$ cat config.mk
export PLATFORM = sky130hd
export DESIGN_NAME = ram_port_arbiter
export DESIGN_NICKNAME = d
export VERILOG_FILES = /design/src/rtl/ram_port_arbiter.sv
export SDC_FILE = /design/constraint.sdc
export NUM_CORES = 1
export LEC_CHECK = 0
export ABC_CLOCK_PERIOD_IN_PS = 1100
export BUFFER_PORTS_ARGS = -buffer_cell sky130_fd_sc_hd__buf_4
export CAP_MARGIN = 10
export CORE_MARGIN = 1
export CORE_UTILIZATION = 28
export CTS_CLUSTER_DIAMETER = 100
export DETAILED_ROUTE_END_ITERATION = 12
export PLACE_DENSITY = 0.74
export SYNTH_ARGS = -nofsm -noshare
export SYNTH_HDL_FRONTEND = slang
export SYNTH_SLANG_ARGS = --single-unit
$ cat constraint.sdc
create_clock -name clk -period 1.1 [get_ports clk]
set_input_delay 0.055 -clock clk [delete_from_list [all_inputs] [get_ports clk]]
set_output_delay 0.055 -clock clk [all_outputs]
set_load 0.03 [all_outputs]
$ cat src/rtl/ram_port_arbiter.sv
// rtl/ram_port_arbiter.sv - round-robin arbiter with burst lock for a single-port synchronous RAM
//
// Shares one RAM port between client A (stream loader) and client B (compute /
// drain). At most one access is granted per cycle. With no owner, a tie goes to
// the client not granted most recently. A client that completes a transfer with
// its lock set becomes owner until it completes a transfer with lock clear.
// Read data returns one cycle after the accepted read, flagged per client.
//
// Ports:
//   clk, reset                     clock, synchronous active-high reset
//   a_* / b_*                      client request (valid/ready/we/lock/addr/wdata)
//                                  and response (rvalid/rdata)
//   ram_write_en, ram_read_en      RAM strobes (never both high)
//   ram_write_address/_data_in     RAM write side
//   ram_read_address               RAM read address
//   ram_read_data_out              RAM registered read output
module ram_port_arbiter #(
  parameter int width      = 8,
  parameter int depth_bits = 2
) (
  input  logic                  clk,
  input  logic                  reset,

  input  logic                  a_valid,
  output logic                  a_ready,
  input  logic                  a_we,
  input  logic                  a_lock,
  input  logic [depth_bits-1:0] a_addr,
  input  logic [width-1:0]      a_wdata,
  output logic                  a_rvalid,
  output logic [width-1:0]      a_rdata,

  input  logic                  b_valid,
  output logic                  b_ready,
  input  logic                  b_we,
  input  logic                  b_lock,
  input  logic [depth_bits-1:0] b_addr,
  input  logic [width-1:0]      b_wdata,
  output logic                  b_rvalid,
  output logic [width-1:0]      b_rdata,

  output logic                  ram_write_en,
  output logic                  ram_read_en,
  output logic [depth_bits-1:0] ram_write_address,
  output logic [depth_bits-1:0] ram_read_address,
  output logic [width-1:0]      ram_write_data_in,
  input  logic [width-1:0]      ram_read_data_out
);

  typedef enum logic [1:0] {
    ARB,
    OWN_A,
    OWN_B
  } state_t;

  state_t state;
  logic   last_b;      // 1 = B was granted most recently
  logic   a_rvalid_q;
  logic   b_rvalid_q;
  logic   grant_a;
  logic   grant_b;

  // Grant decision. Ready is combinational on same-cycle valid.
  always_comb begin
    grant_a = 1'b0;
    grant_b = 1'b0;
    if (!reset) begin
      case (state)
        ARB: begin
          if (a_valid && (!b_valid || last_b)) grant_a = 1'b1;
          else if (b_valid)                    grant_b = 1'b1;
        end
        OWN_A:   grant_a = a_valid;
        OWN_B:   grant_b = b_valid;
        default: begin
          grant_a = 1'b0;
          grant_b = 1'b0;
        end
      endcase
    end
  end

  assign a_ready = grant_a;
  assign b_ready = grant_b;

  // RAM port mux; everything idles at zero when nothing is granted.
  always_comb begin
    ram_write_en      = 1'b0;
    ram_read_en       = 1'b0;
    ram_write_address = '0;
    ram_read_address  = '0;
    ram_write_data_in = '0;
    if (grant_a) begin
      if (a_we) begin
        ram_write_en      = 1'b1;
        ram_write_address = a_addr;
        ram_write_data_in = a_wdata;
      end else begin
        ram_read_en      = 1'b1;
        ram_read_address = a_addr;
      end
    end else if (grant_b) begin
      if (b_we) begin
        ram_write_en      = 1'b1;
        ram_write_address = b_addr;
        ram_write_data_in = b_wdata;
      end else begin
        ram_read_en      = 1'b1;
        ram_read_address = b_addr;
      end
    end
  end

  always_ff @(posedge clk) begin
    if (reset) begin
      state      <= ARB;
      last_b     <= 1'b1;
      a_rvalid_q <= 1'b0;
      b_rvalid_q <= 1'b0;
    end else begin
      a_rvalid_q <= grant_a & ~a_we;
      b_rvalid_q <= grant_b & ~b_we;
      if (grant_a) begin
        last_b <= 1'b0;
        case (state)
          ARB:     if (a_lock)  state <= OWN_A;
          OWN_A:   if (!a_lock) state <= ARB;
          default: state <= state;
        endcase
      end else if (grant_b) begin
        last_b <= 1'b1;
        case (state)
          ARB:     if (b_lock)  state <= OWN_B;
          OWN_B:   if (!b_lock) state <= ARB;
          default: state <= state;
        endcase
      end
    end
  end

  // Masking with reset hides a read that was in flight when reset arrived,
  // so no stale pulse is seen during or after reset.
  assign a_rvalid = a_rvalid_q & ~reset;
  assign b_rvalid = b_rvalid_q & ~reset;
  assign a_rdata  = ram_read_data_out;
  assign b_rdata  = ram_read_data_out;

endmodule
==> impl_metrics.yaml, run 1 <==
outcome:
  status: "complete, but fails checks"
  violations: "setup timing"
grt:
  antenna_found_initial: 0
  grt_pass1_wl_um: 2304
  grt_pass1_vias: 542
  grt-ovfl-total: 0
  track_usage_pct: 15.18
  grt_max_degree: 12
clock_tree:
  h-tree-depth: 1
  cts_buffer_depth: 2
  cts_tree: "yes"
  root_buffer: "clkbuf_4"
  clock_latency_ns: 0.25
  cts_sinks: 5
  clk_pin_slew_ns: 0.05
  cts_buffers: 3
die:
  fp-row-count: 15
  design.core.area_mm2: 0.001802
  fp.dieH_um: 46.79
  die_w_um: 46.79
  die_area_mm2: 0.002189
  ioPinCount: 70
  start_util_pct: 31.18
route:
  drt_iter0_markers: 2
  routed_wl_um: 1692
  dr.pass1.iters: 2
  via_count: 611
  wl_per_cell_um: 13.22
  drc: 0
  postRouteAntennaNets: 0
  via_per_inst: 4.773
layout:
  post-route-util_pct: 62.36
  final_cell_mix: "buf_4, buf_6, a22o_4, clkbuf_4"
  drive_gt1_share_pct: 90.29
  register_area_um2: 106.4
  multiInputGateArea_um2: 430.4
  final_common_cell: "buf_4"
  areaGrowthSynthToFinish_pct: 100.0
  diodes: 0
  fillers: 164
  stdcell_area_mm2: 0.001124
  fin_nets: 140
worst_hold_path:
  min_path_cells: 2
  hold_path_end: "b_rvalid_q"
  hold_class: "input pin to flop"
  hold_path_startpoint: "b_we"
sta:
  fmax_ghz: 0.6326
  rsz0062_at_grt: "yes"
  fin_skew_ns: 0.007012
  min_period_ns: 1.581
  slew_viol_final: 0
  relSlewSlack_pct: 72.92
  setup_ws_ns: -0.4807
  post-route-period-util_pct: 143.7
  setup_violations: 17
  worstMarginPinSlew_ns: 0.4029
  hold_violations: 0
worst_setup_path:
  critPathBufInv: 2
  critPathMostFrequentCell: "buf_6"
  slowest_stage: "dfxtp_4"
  reg2reg_slack_ns: -0.01
  path_class: "flop to output port"
  end_kind: "output port"
  crit_path_start_kind: "flop"
  r2r-end: "state[1]"
  cp.arrival_ns: 1.53
  reg2regPathDepth: 4
  crit_family: "simple AND/OR/NAND/NOR gates"
  rr_startpoint: "state[0]"
  crit_chain: "nand2b_4 -> nor4b_4 -> buf_6 -> a22o_4 -> buf_6"
  crit_required_ns: 1.04
  max_stage_delay_ns: 0.35
  crit_fanout: 6
logic_synthesis:
  syn_inst: 58
  synth_area_leaders: "buf_4, a22o_2, dfxtp_1"
  syn_area_per_cell_um2: 9.686
  syn-num-nets: 94
  syn_area_um2: 561.8
  synth_area_leader_cell: "buf_4"
  synthArstFlopShare_pct: 0
  synth.distinct_cells: 21
  ys_seq_elements: 5
  synth_top_area_share_pct: 21.38
  ys_warn_count: 0
  synth_flop_cell: "dfxtp_1"
  yosysSeqAreaShare_pct: 17.82
  synth-edff-count: 0
place:
  dp_hpwl_um: 1305
  place_congestion: 0.7936
  dpl_cell_area_um2: 927.1
  port_buffers: 45
flow_run:
  maxCapViolCount: 0
power_and_ir_drop:
  irDropWorstVdd_uv: 580.7
  p_per_area_mw_per_mm2: 790.6
  p_leak_uw: 0.0005621
  power.total_uw: 888.3
## timing repair
action | 4_1_cts | 5_1_grt
hold buffers | 0 | 0
buffers inserted | 3 | 1
endpoints found under the setup margin | 16 | 17
gates cloned | 0 | 1
pin swaps | 7 | 13
resized for setup | 19 | 13
## logic make-up (layout without fill, tap and decap cells)
group,after synthesis,after routing,synth area share (%)
AOI/OAI and AO/OA,17,17,27.62
buffers and inverters,21,66,27.62
DFF,5,5,17.82
and+or+nand+nor,15,15,26.95
## where the power goes
group          leakage (µW)  internal [µW]  switching (µW)
registers         0.0000420            197            14.4
clock network     0.0000150            138            83.4
logic              0.000505            254             202
total              0.000562            589             299
## worst max path at each step
stage / start / end / slack [ns] / cells past startpoint
finish: state[0] / ram_write_data_in[0] / -0.48 / 5
global route: last_b / ram_write_data_in[7] / -0.53 / 5
CTS: state[1] / ram_write_data_in[6] / -0.48 / 5
detailed placement: last_b / ram_write_data_in[6] / -0.46 / 4
global placement: state[1] / ram_write_data_in[6] / -0.42 / 4
floorplan: last_b / ram_write_address[1] / -0.12 / 4
## state kept, by name, indices dropped and copies added (netlist names)
register,cells
a_rvalid_q,1
b_rvalid_q,1
last_b,1
state,2
## synth_stat cells (2+ instances only)
cell,instances
a21oi_1,3
a22o_1,2
a22o_2,10
buf_4,16
buf_6,2
dfxtp_1,5
inv_1,2
nor2b_1,2
nor3_1,2
o221a_2,2
or2_2,2
## final cells by class
type / instances / share of cell area (%)
inverters: 2 / 0.6682
clock buffers: 4 / 2.339
multi-input cells: 32 / 38.31
flip-flops and latches: 5 / 9.465
well taps: 25 / 2.784
repair buffers: 60 / 46.44
## per-stage QoR
| step | worst slack [ns] | hold slack [ns] | TNS (ns) | cells |
|---|---|---|---|---|
| finish | -0.4807 | 0.007506 | -6.851 | 128 |
| floorplan | -0.1173 | 0.1409 | -1.136 | 58 |
| global route | -0.5315 | 0.01272 | -7.831 | 128 |
| global placement | -0.4214 | 0.1103 | -5.155 | 121 |
| CTS | -0.4772 | 0.004662 | -6.878 | 126 |
| detailed placement | -0.4560 | 0.1103 | -5.515 | 121 |
## per-layer routing
| metal | vias up | routed length [µm] | track usage, % |
|---|---|---|---|
| li1 | 291 | - | - |
| met4 | 0 | 35 | 10.29 |
| met3 | 7 | 125 | 3.077 |
| met1 | 277 | 605 | 16.74 |
| met2 | 36 | 926 | 26.11 |
| met5 | - | 0 | 0 |
No activity file was read; power rests on OpenSTA's default activity.
==> inputs of run 2 (changes only) <==
--- a/config.mk
+++ b/config.mk
@@ -12,7 +12,8 @@
 export CORE_UTILIZATION = 28
 export CTS_CLUSTER_DIAMETER = 100
 export DETAILED_ROUTE_END_ITERATION = 12
-export PLACE_DENSITY = 0.74
+export PLACE_DENSITY_LB_ADDON = 0.15
+export SETUP_SLACK_MARGIN = 0.5
 export SYNTH_ARGS = -nofsm -noshare
 export SYNTH_HDL_FRONTEND = slang
 export SYNTH_SLANG_ARGS = --single-unit
==> impl_metrics.yaml, run 2 (synthesis gave the netlist of run 1 again) <==
outcome:
  status: "complete, but fails checks"
  violations: "setup timing"
route:
  postRouteAntennaNets: 0
  via_count: 666
  drt_iter0_markers: 4
  routed_wl_um: 2054
  dr.pass1.iters: 2
  via_per_inst: 4.723
  drc: 0
  wl_per_cell_um: 14.57
sta:
  rsz0062_at_grt: "yes"
  relSlewSlack_pct: 81.27
  worstMarginPinSlew_ns: 0.2798
  setup_ws_ns: -0.6076
  hold_violations: 0
  min_period_ns: 1.708
  post-route-period-util_pct: 155.2
  fmax_ghz: 0.5856
  finalSetupTns_ns: -9.574
  setup_violations: 20
  fin_skew_ns: 0.003540
  slew_viol_final: 0
worst_setup_path:
  critPathMostFrequentCell: "buf_6"
  crit_path_start_kind: "flop"
  slowest_stage: "dfxtp_2"
  end_kind: "output port"
  crit_fanout: 4
  crit_chain: "buf_6 -> nor3b_4 -> buf_6 -> nor4_2 -> buf_4 -> or2_4 -> buf_6"
  crit_required_ns: 1.04
  path_class: "flop to output port"
  max_stage_delay_ns: 0.33
  cp.arrival_ns: 1.65
grt:
  grt_pass1_wl_um: 2801
  grt_pass1_vias: 646
  track_usage_pct: 18.89
  antenna_found_initial: 0
  grt-ovfl-total: 0
  grt_max_degree: 12
flow_run:
  maxCapViolCount: 0
worst_hold_path:
  hold_class: "input pin to flop"
clock_tree:
  clock_latency_ns: 0.26
  cts_buffers: 3
  cts_sinks: 5
  root_buffer: "clkbuf_4"
  h-tree-depth: 1
  cts_tree: "yes"
  postCtsHoldBufs: 0
  clk_pin_slew_ns: 0.05
  cts_buffer_depth: 2
die:
  die_area_mm2: 0.002189
  fp.dieH_um: 46.79
  design.core.area_mm2: 0.001802
  fp-row-count: 15
  die_w_um: 46.79
  ioPinCount: 70
  start_util_pct: 31.18
layout:
  fin_nets: 153
  largest_reg_flops: 2
  regMostFlops: "state"
  drive_gt1_share_pct: 93.97
  stdcell_area_mm2: 0.001330
  areaGrowthSynthToFinish_pct: 136.7
  final_cell_mix: "buf_4, buf_6, a22o_4, clkbuf_4"
  diodes: 0
  final_common_cell: "buf_4"
power_and_ir_drop:
  irDropWorstVdd_uv: 488.9
  p_leak_uw: 0.0006661
  p_per_area_mw_per_mm2: 768.4
place:
  dpl_cell_area_mm2: 0.001072
  port_buffers: 45
  place_congestion: 0.7425
  dp_hpwl_um: 1377
run 2: changes by cell type in the layout (fill, tap and decap cells not counted), moves of 2 or more:
cell	change
a22o_2	-2
a22o_4	+2
buf_6	+11
o221a_2	-2
o221a_4	+2
run 2: timing repair:
item                       CTS  global route
buffers inserted             9             3
resized for setup           29             7
pin swaps                   10             5
setup endpoints to repair   23            23
run 2: power by group:
part	internal, µW	leakage, µW	switching [µW]
Combinational	334	0.000609	243
Sequential	196	0.0000420	11.1
Clock	139	0.0000150	98.6
run 2: path summary, 6_finish.rpt:
| check | startpoint | end | slack [ns] | cells after the start |
|---|---|---|---|---|
| max | last_b | ram_read_en | -0.61 | 7 |
| min reg2reg | state[1] | state[1] | 0.64 | 2 |
| min | a_lock | state[0] | 0.08 | 2 |
| max reg2reg | state[0] | state[1] | -0.13 | 5 |
run 2: area by class of cell:
cell class                 count  area [µm²]
timing repair buffer          73       673.1
multi-input combinational     32       485.5
fill                         138       471.7
sequential                     5       106.4
tap                           25       31.28
clock buffer                   4       26.28
inverter                       2       7.507
run 2: critical path: cells and delay by family, from the launching register on:
family                 cells  cell delay, ns
DFF                        1            0.33
and+or+nand+nor            3            0.53
buffers and inverters      4            0.54
run 2: layer usage:
layer  global-route usage, %  vias to the layer above  share of wire (%)
li1                        -                      315                  -
met1                   20.23                      307                 35
met2                   35.00                       36                 58
met3                   3.462                        8                5.2
met4                   9.714                        0                1.4
met5                       0                        -                  0
run 2: per-stage QoR:
step	utilization, %	power (µW)	hold WS [ns]	setup slack [ns]	instances
6_report	73.82	1022	0.07870	-0.6076	141
5_1_grt	73.82	1076	0.07178	-0.6844	141
4_1_cts	71.04	993.6	0.07964	-0.6358	138
3_5_place_dp	59.51	665.7	0.1105	-0.5729	125
3_3_place_gp	59.51	658.2	0.1105	-0.5625	125
2_1_floorplan	-	558.2	0.1476	-0.09375	58
